$ cat src/rtl/step_control_unit.sv
// Hardwired fetch/execute sequencer: RST, T0-T7, HALT with Moore strobes.
// Define STEP_CTRL_MULDIV_EN to enable the mul/div sequence.
module step_control_unit (
  input  logic        clk,
  input  logic        clr,
  input  logic [31:0] ir,
  output logic        PCout,
  output logic        MDRout,
  output logic        Zlowout,
  output logic        Zhighout,
  output logic        Cout,
  output logic        BAout,
  output logic        Rout,
  output logic        MARIn,
  output logic        PCIn,
  output logic        MDRIn,
  output logic        IRIn,
  output logic        YIn,
  output logic        ZIn,
  output logic        HiIn,
  output logic        LoIn,
  output logic        RIn,
  output logic        Gra,
  output logic        Grb,
  output logic        Grc,
  output logic        IncPC,
  output logic        read,
  output logic        write,
  output logic        add,
  output logic        subtract,
  output logic        andSignal,
  output logic        orSignal,
  output logic        multiply,
  output logic        divide,
  output logic        run
);

`ifdef STEP_CTRL_MULDIV_EN
  localparam logic MULDIV = 1'b1;
`else
  localparam logic MULDIV = 1'b0;
`endif

  localparam logic [4:0] OP_LD   = 5'b00000;
  localparam logic [4:0] OP_LDI  = 5'b00001;
  localparam logic [4:0] OP_ST   = 5'b00010;
  localparam logic [4:0] OP_ADD  = 5'b00011;
  localparam logic [4:0] OP_SUB  = 5'b00100;
  localparam logic [4:0] OP_AND  = 5'b00101;
  localparam logic [4:0] OP_OR   = 5'b00110;
  localparam logic [4:0] OP_ADDI = 5'b01100;
  localparam logic [4:0] OP_ANDI = 5'b01101;
  localparam logic [4:0] OP_ORI  = 5'b01110;
  localparam logic [4:0] OP_MUL  = 5'b01111;
  localparam logic [4:0] OP_DIV  = 5'b10000;
  localparam logic [4:0] OP_HALT = 5'b11011;

  typedef enum logic [3:0] {
    S_RST, S_T0, S_T1, S_T2, S_T3,
    S_T4, S_T5, S_T6, S_T7, S_HALT
  } state_t;

  state_t state, state_nx;

  logic [4:0] op;
  logic is_rtype, is_imm, is_ldi;
  logic is_ld, is_st, is_mem;
  logic is_mul, is_div, is_md;
  logic is_halt, is_exec;
  logic op_add, op_sub, op_and, op_or;
  logic unused_ir;

  assign op        = ir[31:27];
  assign unused_ir = ^ir[26:0];

  assign op_add = (op == OP_ADD) || (op == OP_ADDI);
  assign op_sub = (op == OP_SUB);
  assign op_and = (op == OP_AND) || (op == OP_ANDI);
  assign op_or  = (op == OP_OR)  || (op == OP_ORI);

  assign is_rtype = (op == OP_ADD) || (op == OP_SUB) ||
                    (op == OP_AND) || (op == OP_OR);
  assign is_imm   = (op == OP_ADDI) || (op == OP_ANDI) ||
                    (op == OP_ORI);
  assign is_ldi   = (op == OP_LDI);
  assign is_ld    = (op == OP_LD);
  assign is_st    = (op == OP_ST);
  assign is_mem   = is_ld || is_st;
  assign is_mul   = MULDIV && (op == OP_MUL);
  assign is_div   = MULDIV && (op == OP_DIV);
  assign is_md    = is_mul || is_div;
  assign is_halt  = (op == OP_HALT);
  assign is_exec  = is_rtype || is_imm || is_ldi ||
                    is_mem || is_md;

  always_ff @(posedge clk or negedge clr) begin
    if (!clr) state <= S_RST;
    else      state <= state_nx;
  end

  always_comb begin
    state_nx  = state;
    PCout     = 1'b0;
    MDRout    = 1'b0;
    Zlowout   = 1'b0;
    Zhighout  = 1'b0;
    Cout      = 1'b0;
    BAout     = 1'b0;
    Rout      = 1'b0;
    MARIn     = 1'b0;
    PCIn      = 1'b0;
    MDRIn     = 1'b0;
    IRIn      = 1'b0;
    YIn       = 1'b0;
    ZIn       = 1'b0;
    HiIn      = 1'b0;
    LoIn      = 1'b0;
    RIn       = 1'b0;
    Gra       = 1'b0;
    Grb       = 1'b0;
    Grc       = 1'b0;
    IncPC     = 1'b0;
    read      = 1'b0;
    write     = 1'b0;
    add       = 1'b0;
    subtract  = 1'b0;
    andSignal = 1'b0;
    orSignal  = 1'b0;
    multiply  = 1'b0;
    divide    = 1'b0;
    run       = 1'b1;

    unique case (state)
      S_RST: begin
        run      = 1'b0;
        state_nx = S_T0;
      end
      S_T0: begin
        PCout    = 1'b1;
        MARIn    = 1'b1;
        IncPC    = 1'b1;
        ZIn      = 1'b1;
        state_nx = S_T1;
      end
      S_T1: begin
        Zlowout  = 1'b1;
        PCIn     = 1'b1;
        read     = 1'b1;
        MDRIn    = 1'b1;
        state_nx = S_T2;
      end
      S_T2: begin
        MDRout   = 1'b1;
        IRIn     = 1'b1;
        state_nx = S_T3;
      end
      S_T3: begin
        if (is_rtype || is_imm) begin
          Grb  = 1'b1;
          Rout = 1'b1;
          YIn  = 1'b1;
        end else if (is_mem || is_ldi) begin
          Grb   = 1'b1;
          BAout = 1'b1;
          YIn   = 1'b1;
        end else if (is_md) begin
          Gra  = 1'b1;
          Rout = 1'b1;
          YIn  = 1'b1;
        end
        if (is_exec)      state_nx = S_T4;
        else if (is_halt) state_nx = S_HALT;
        else              state_nx = S_T0;
      end
      S_T4: begin
        ZIn = is_exec;
        if (is_rtype || is_imm) begin
          Grc       = is_rtype;
          Rout      = is_rtype;
          Cout      = is_imm;
          add       = op_add;
          subtract  = op_sub;
          andSignal = op_and;
          orSignal  = op_or;
        end else if (is_mem || is_ldi) begin
          Cout = 1'b1;
          add  = 1'b1;
        end else if (is_md) begin
          Grb      = 1'b1;
          Rout     = 1'b1;
          multiply = is_mul;
          divide   = is_div;
        end
        state_nx = S_T5;
      end
      S_T5: begin
        Zlowout = is_exec;
        if (is_mem) begin
          MARIn    = 1'b1;
          state_nx = S_T6;
        end else if (is_md) begin
          LoIn     = 1'b1;
          state_nx = S_T6;
        end else begin
          Gra      = is_exec;
          RIn      = is_exec;
          state_nx = S_T0;
        end
      end
      S_T6: begin
        // mul/div finish here; ld/st need one more cycle
        if (is_ld) begin
          read     = 1'b1;
          MDRIn    = 1'b1;
          state_nx = S_T7;
        end else if (is_st) begin
          Gra      = 1'b1;
          Rout     = 1'b1;
          MDRIn    = 1'b1;
          state_nx = S_T7;
        end else begin
          Zhighout = is_md;
          HiIn     = is_md;
          state_nx = S_T0;
        end
      end
      S_T7: begin
        MDRout   = is_ld;
        Gra      = is_ld;
        RIn      = is_ld;
        write    = is_st;
        state_nx = S_T0;
      end
      S_HALT: begin
        run      = 1'b0;
        state_nx = S_HALT;
      end
      default: begin
        run      = 1'b0;
        state_nx = S_RST;
      end
    endcase
  end

endmodule

$ cat config.mk
export PLATFORM = sky130hd
export DESIGN_NAME = step_control_unit
export DESIGN_NICKNAME = d
export VERILOG_FILES = /design/src/rtl/step_control_unit.sv
export SDC_FILE = /design/constraint.sdc
export NUM_CORES = 1
export LEC_CHECK = 0
export ABC_AREA = 1
export CAP_MARGIN = 10
export CORE_UTILIZATION = 29
export CTS_CLUSTER_SIZE = 14
export DETAILED_ROUTE_END_ITERATION = 12
export PLACE_DENSITY = 0.79
export REMOVE_ABC_BUFFERS = 1
export SYNTH_ARGS = -nofsm -noshare
export SYNTH_HDL_FRONTEND = slang
export SYNTH_SLANG_ARGS = --single-unit
$ cat constraint.sdc
create_clock -name clk -period 1.6 [get_ports clk]
set_input_delay 0.4 -clock clk [delete_from_list [all_inputs] [get_ports clk]]
set_output_delay 0.4 -clock clk [all_outputs]
set_load 0.02 [all_outputs]
# Word level (Yosys, flattened, before mapping)
# Index checks and enable logic that the tools add are counted.
totals:
  reg_bits: 4
  out_inout_bits: 29
  elab_cells: 81
classes:
  n_eq_ne: 19
  mux: 44
  n_reduce_logical: 17
op_table:
  columns: ["operator", "n"]
  rows:
  - ["one-hot mux 4 bit (9 select lines)", 1]
  - ["two-way mux 1 bit", 29]
  - ["== test 4 x 3 -> 1 bit, second input constant", 4]
  - ["two-way mux 4 bit", 4]
  - ["== test 5 x 3 -> 1 bit, second input constant", 3]
  - ["== test 5 x 4 -> 1 bit, second input constant", 3]
  - ["one-hot mux 1 bit (2 select lines)", 7]
  - ["logical OR 1 bit", 13]
  - ["== test 5 x 2 -> 1 bit, second input constant", 2]
  - ["== test 4 x 2 -> 1 bit, second input constant", 2]
  - ["== test 4 bit, second input constant", 2]
  - ["OR reduction 8 bit", 1]
  - ["one-hot mux 1 bit (3 select lines)", 2]
  - ["== test 5 x 1 -> 1 bit, second input constant", 1]
  - ["== test 5 bit, second input constant", 1]
  - ["zero test 5 bit", 1]
  - ["== test 4 x 1 -> 1 bit, second input constant", 1]
  - ["zero test 4 bit", 1]
  - ["two-way mux 3 bit", 1]
  - ["OR reduction 2 bit", 1]

# Longest topological paths before layout
depth:
  depth_word: 9
  ltp_mapped: 8
  mapped_depth_nobuf: 8

# Least setup slack after synthesis
# Ideal clock, no wire load.
synth_timing:
  kind: "register to output"
  startpoint: "register state[3]"
  endpoint: "output port BAout"
  arrival_time_ns: 1.286
  required_time_ns: 1.200
  setup_slack_ns: -0.086
  path_stages_with_launch: 6
  path_buffers: 0
  path_cell_list: "dfrtp_1 -> inv_1 -> nand2_1 -> nor2_1 -> inv_1 -> nor3_1"
synth_via:
  elab_chain_cells: 2
synth_lines:
  columns: ["element", "line", "source"]
  rows:
  - ["from (decl)", "63", "state_t state, state_nx;"]
  - ["from (signal assigned)", "98", "else state <= state_nx;"]
  - ["== test 4 x 3 -> 1 bit", "133", "unique case (state)"]
  - ["two-way mux 1 bit", "133", null]
  - ["to (decl)", "12", "output logic BAout,"]
# Every way passes these cells.

# Final worst setup path
layout_timing:
  startpoint: "register state[0]"
  endpoint: "output port Cout"
layout_via:
  elab_chain_cells: 2
layout_lines:
  columns: ["element", "line", "source"]
  rows:
  - ["== test 4 x 3 -> 1 bit", "133", null]
  - ["two-way mux 1 bit", "133", null]
  - ["to (decl)", "11", "output logic Cout,"]
# Every way passes these cells.

==> qor.tcl <==
set qor(route.detailed.drc) 0
set qor(layout_common_cells) {sky130_fd_sc_hd__buf_4 (46), sky130_fd_sc_hd__nand2_1 (19), sky130_fd_sc_hd__buf_6 (19), sky130_fd_sc_hd__inv_2 (13), sky130_fd_sc_hd__nor2_1 (10)}
set qor(peakVddDrop_v) 0.0008199
set qor(multiInputGateArea_um2) 550.5
set qor(critPathSlowestCell) {sky130_fd_sc_hd__dfrtp_1}
set qor(failed_checks) {setup timing}
set qor(grtUsageMet2_pct) 47.18
set qor(setup.worst_path.start_class) {register}
set qor(routedWlPerCell_um) 12.91
set qor(total_power_uw) 1850
set qor(synthMuxAreaShare_pct) 0
set qor(report.final.hold_viol_count) 0
set qor(grt_first_pass_wirelength_um) 4367
set qor(ios) 63
set qor(num_vias) 989
set qor(r2r_cells) 8
set qor(detailedPlacementHpwl_um) 1789
set qor(netlist.top_cell.by_area) {sky130_fd_sc_hd__dfrtp_1}
set qor(netlist_area_um2) 629.4
set qor(synthesis_stage_register_bit_count) 4
set qor(ys_seq_area_share_pct) 15.90
set qor(yosys.area_share.adder_pct) 0
set qor(grt_max_degree) 7
set qor(layout_commonest_cell) {sky130_fd_sc_hd__buf_4}
set qor(fin_crit_sh_pct) 117.5
set qor(r2r-end) {state[2]}
set qor(final.fill_count) 141
set qor(global_route.usage.total_pct) 24.11
set qor(layout.nets) 220
set qor(post_route_cells_drive_above_1_share_pct) 68.48
set qor(synth_area_in_compound_gates_pct) 7.157
set qor(antenna-diode-count) 0
set qor(cts_buffers) 3
set qor(detail_route.first_pass.iterations) 4
set qor(switching_power_uw) 897.5
set qor(ant_nets) 0
set qor(power.density_mw_per_mm2) 1310
set qor(grt_remaining_overflow) 0
set qor(post_cts_hold_buffer_count) 0
set qor(reg.largest.list) {state (4)}
set qor(drtIter0Drc) 31
set qor(coreArea_mm2) 0.002002
set qor(yosysUniqueCellTypes) 18
set qor(synthSimpleGateAreaFrac_pct) 56.06
set qor(largest_reg_flops) 4
set qor(vias_in_the_first_global_route) 964
set qor(synth_xor_area_share_pct) 0
set qor(total_count_of_max_transition_violations_in_the_final_report) 0
set qor(syn2layout_area_growth_pct) 124.5
set qor(cts_root_buffer_type) {sky130_fd_sc_hd__clkbuf_4}
set qor(cellInternalPower_uw) 952.7
set qor(synth_top_area_share_pct) 15.90
set qor(gp_congestion) 0.8637
set qor(worst_clock_skew_on_the_final_layout_ns) 0.001931
set qor(routed_wirelength_um) 2725
set qor(path_clk_slew_ns) 0.04
set qor(comb_power_share_pct) 82.2
set qor(grt_util_met3_pct) 5.660
set qor(cp_data_arrival_time_ns) 1.48
set qor(status) {finished, violations left}
set qor(power_frac_clock_pct) 7.4
set qor(endpoint_kind) {output port}
set qor(reg2reg_slack_ns) 0.28
set qor(design.die.area_mm2) 0.002361
set qor(number_of_h_tree_levels) 1
set qor(final.min_clock_period_ns) 1.880
set qor(required_time_reported_for_the_critical_path_endpoint_ns) 1.20
set qor(worst_path_largest_cell_delay_ns) 0.36
set qor(final_cell_area_mm2) 0.001413
set qor(post_synth_inst_count) 111
set qor(ctsLongestPathBuffers) 2
set qor(ys_async_sr_fraction_pct) 100.0
set qor(crit_fanout) 5
set qor(achievable-frequency_ghz) 0.5318
set qor(place_area_mm2) 0.001144
set qor(initial_core_util_pct) 31.44
set qor(regMostFlops) {state}
set qor(cts.sink_count) 4
set qor(switching_share_pct) 48.51
set qor(viasPerCell) 4.687
set qor(fin_tns_setup_ns) -5.032
set qor(leakage_power_of_the_design_uw) 0.0007517
set qor(setup.worst_path.class) {register to output port}
set qor(rows) 16
set qor(die_width_um) 48.59
set qor(synth-edff-count) 0
set qor(floorplan.die.height_um) 48.59
set qor(area.sequential_um2) 102.6
set qor(clock_insertion_delay_worst_skew_ns) 0.25
set qor(finalSetupViolCount) 24
set qor(grt_busiest_layer) {met2}
set qor(layout_setup_ws_ns) -0.2805
set qor(pwr-share-seq_pct) 10.4
set qor(largest_family_of_logic_cells_by_synthesized_area) {simple AND/OR/NAND/NOR gates}
set qor(synthesis_warnings) 0
set qor(syn_area_per_cell_um2) 5.670
set qor(unrepaired_setup_endpoints_after_global_routing) {yes}
set qor(global_route.usage.met1_pct) 24.62
set qor(path_cells) {inv_2 > nor2_4 > nand2_2 > nor2_4 > buf_6 > nand2_2 > nor2_2 > buf_6}
set qor(buffer_ports.inserted) 30
set qor(reg2reg_from) {state[2]}
set qor(tritoncts) {built}
set qor(antenna_found_initial) 0
set qor(synthTopCellsByArea) {sky130_fd_sc_hd__dfrtp_1 (16%), sky130_fd_sc_hd__nand2_1 (15%), sky130_fd_sc_hd__nor2_1 (12%)}
set qor(max_cap_violations) 0
set qor(min-delay-path-class) {input port to asynchronous set/reset pin}
set qor(prevailing_post_synth_register_cell) {sky130_fd_sc_hd__dfrtp_1}
[worst max-delay path: cells and delay by family, from the launching register on]
kind                   cells  cell delay (ns)
AND/OR/NAND/NOR            5             0.54
buffers and inverters      3             0.33
flip-flops                 1             0.36
[per-stage QoR]
step	utilization, %	instances	hold WS (ns)	setup WS [ns]
after floorplan	-	108	0.1044	-0.3139
after global placement	57.13	194	0.6104	-0.9745
after detailed placement	57.13	194	0.6076	-1.039
after CTS	67.75	207	0.3495	-0.2538
after global routing	70.56	211	0.3565	-0.3391
final	70.56	211	0.3443	-0.2805
[layout make-up]
cell class,instances,share of cell area [%]
repair buffers,73,44.29
multi-input cells,84,38.97
flip-flops and latches,4,7.263
inverters,20,5.492
well taps,27,2.392
clock buffers,3,1.594
[Yosys cell counts, types with 2 or more instances]
| cell type | n |
|---|---|
| sky130_fd_sc_hd__nor2_4 | 2 |
| sky130_fd_sc_hd__nand2_1 | 25 |
| sky130_fd_sc_hd__nand4_1 | 5 |
| sky130_fd_sc_hd__nand2_2 | 4 |
| sky130_fd_sc_hd__inv_1 | 16 |
| sky130_fd_sc_hd__nor3_2 | 4 |
| sky130_fd_sc_hd__nor2_1 | 20 |
| sky130_fd_sc_hd__nand3_1 | 10 |
| sky130_fd_sc_hd__dfrtp_1 | 4 |
| sky130_fd_sc_hd__buf_4 | 7 |
| sky130_fd_sc_hd__a21oi_1 | 2 |
| sky130_fd_sc_hd__o21ai_0 | 3 |
| sky130_fd_sc_hd__inv_2 | 4 |
[kinds of logic after synthesis]
| kind of cell | count (synthesis) |
|---|---|
| DFF | 4 |
| buffers and inverters | 27 |
| other | 1 |
| and+or+nand+nor | 72 |
| AOI/OAI and AO/OA | 7 |
[per-layer routing]
layer | routed length, um | up-vias | part of all wire (%)
met5 | 0 | - | 0
met4 | 38 | 0 | 1.4
met3 | 146 | 6 | 5.4
met2 | 1564 | 40 | 57
met1 | 976 | 456 | 36
li1 | - | 487 | -
[how the worst max path moves through the flow]
stage	startpoint	to	slack [ns]	depth (start not counted)
global placement	ir[30]	Cout	-0.97	7
finish	state[0]	Cout	-0.28	8
global route	state[0]	Rout	-0.34	10
detailed placement	ir[30]	Cout	-1.04	7
floorplan	state[1]	MARIn	-0.31	5
CTS	state[1]	Rout	-0.25	9
[timing repair]
action | in CTS | in global routing
buffers inserted | 10 | 5
endpoints found under the setup margin | 24 | 24
gates resized for setup | 194 | 12
hold endpoints to repair | 0 | 0
pin swaps | 20 | 7
[power groups by stage]
stage	sequential, uW	clock (uW)	combinational [uW]
after global placement	177	0	1120
after floorplan	188	0	526
after detailed placement	179	0	1120
after CTS	187	139	1410
after global routing	197	145	1610
final	193	137	1520
Note: power is estimated with default switching activity, not from simulation.
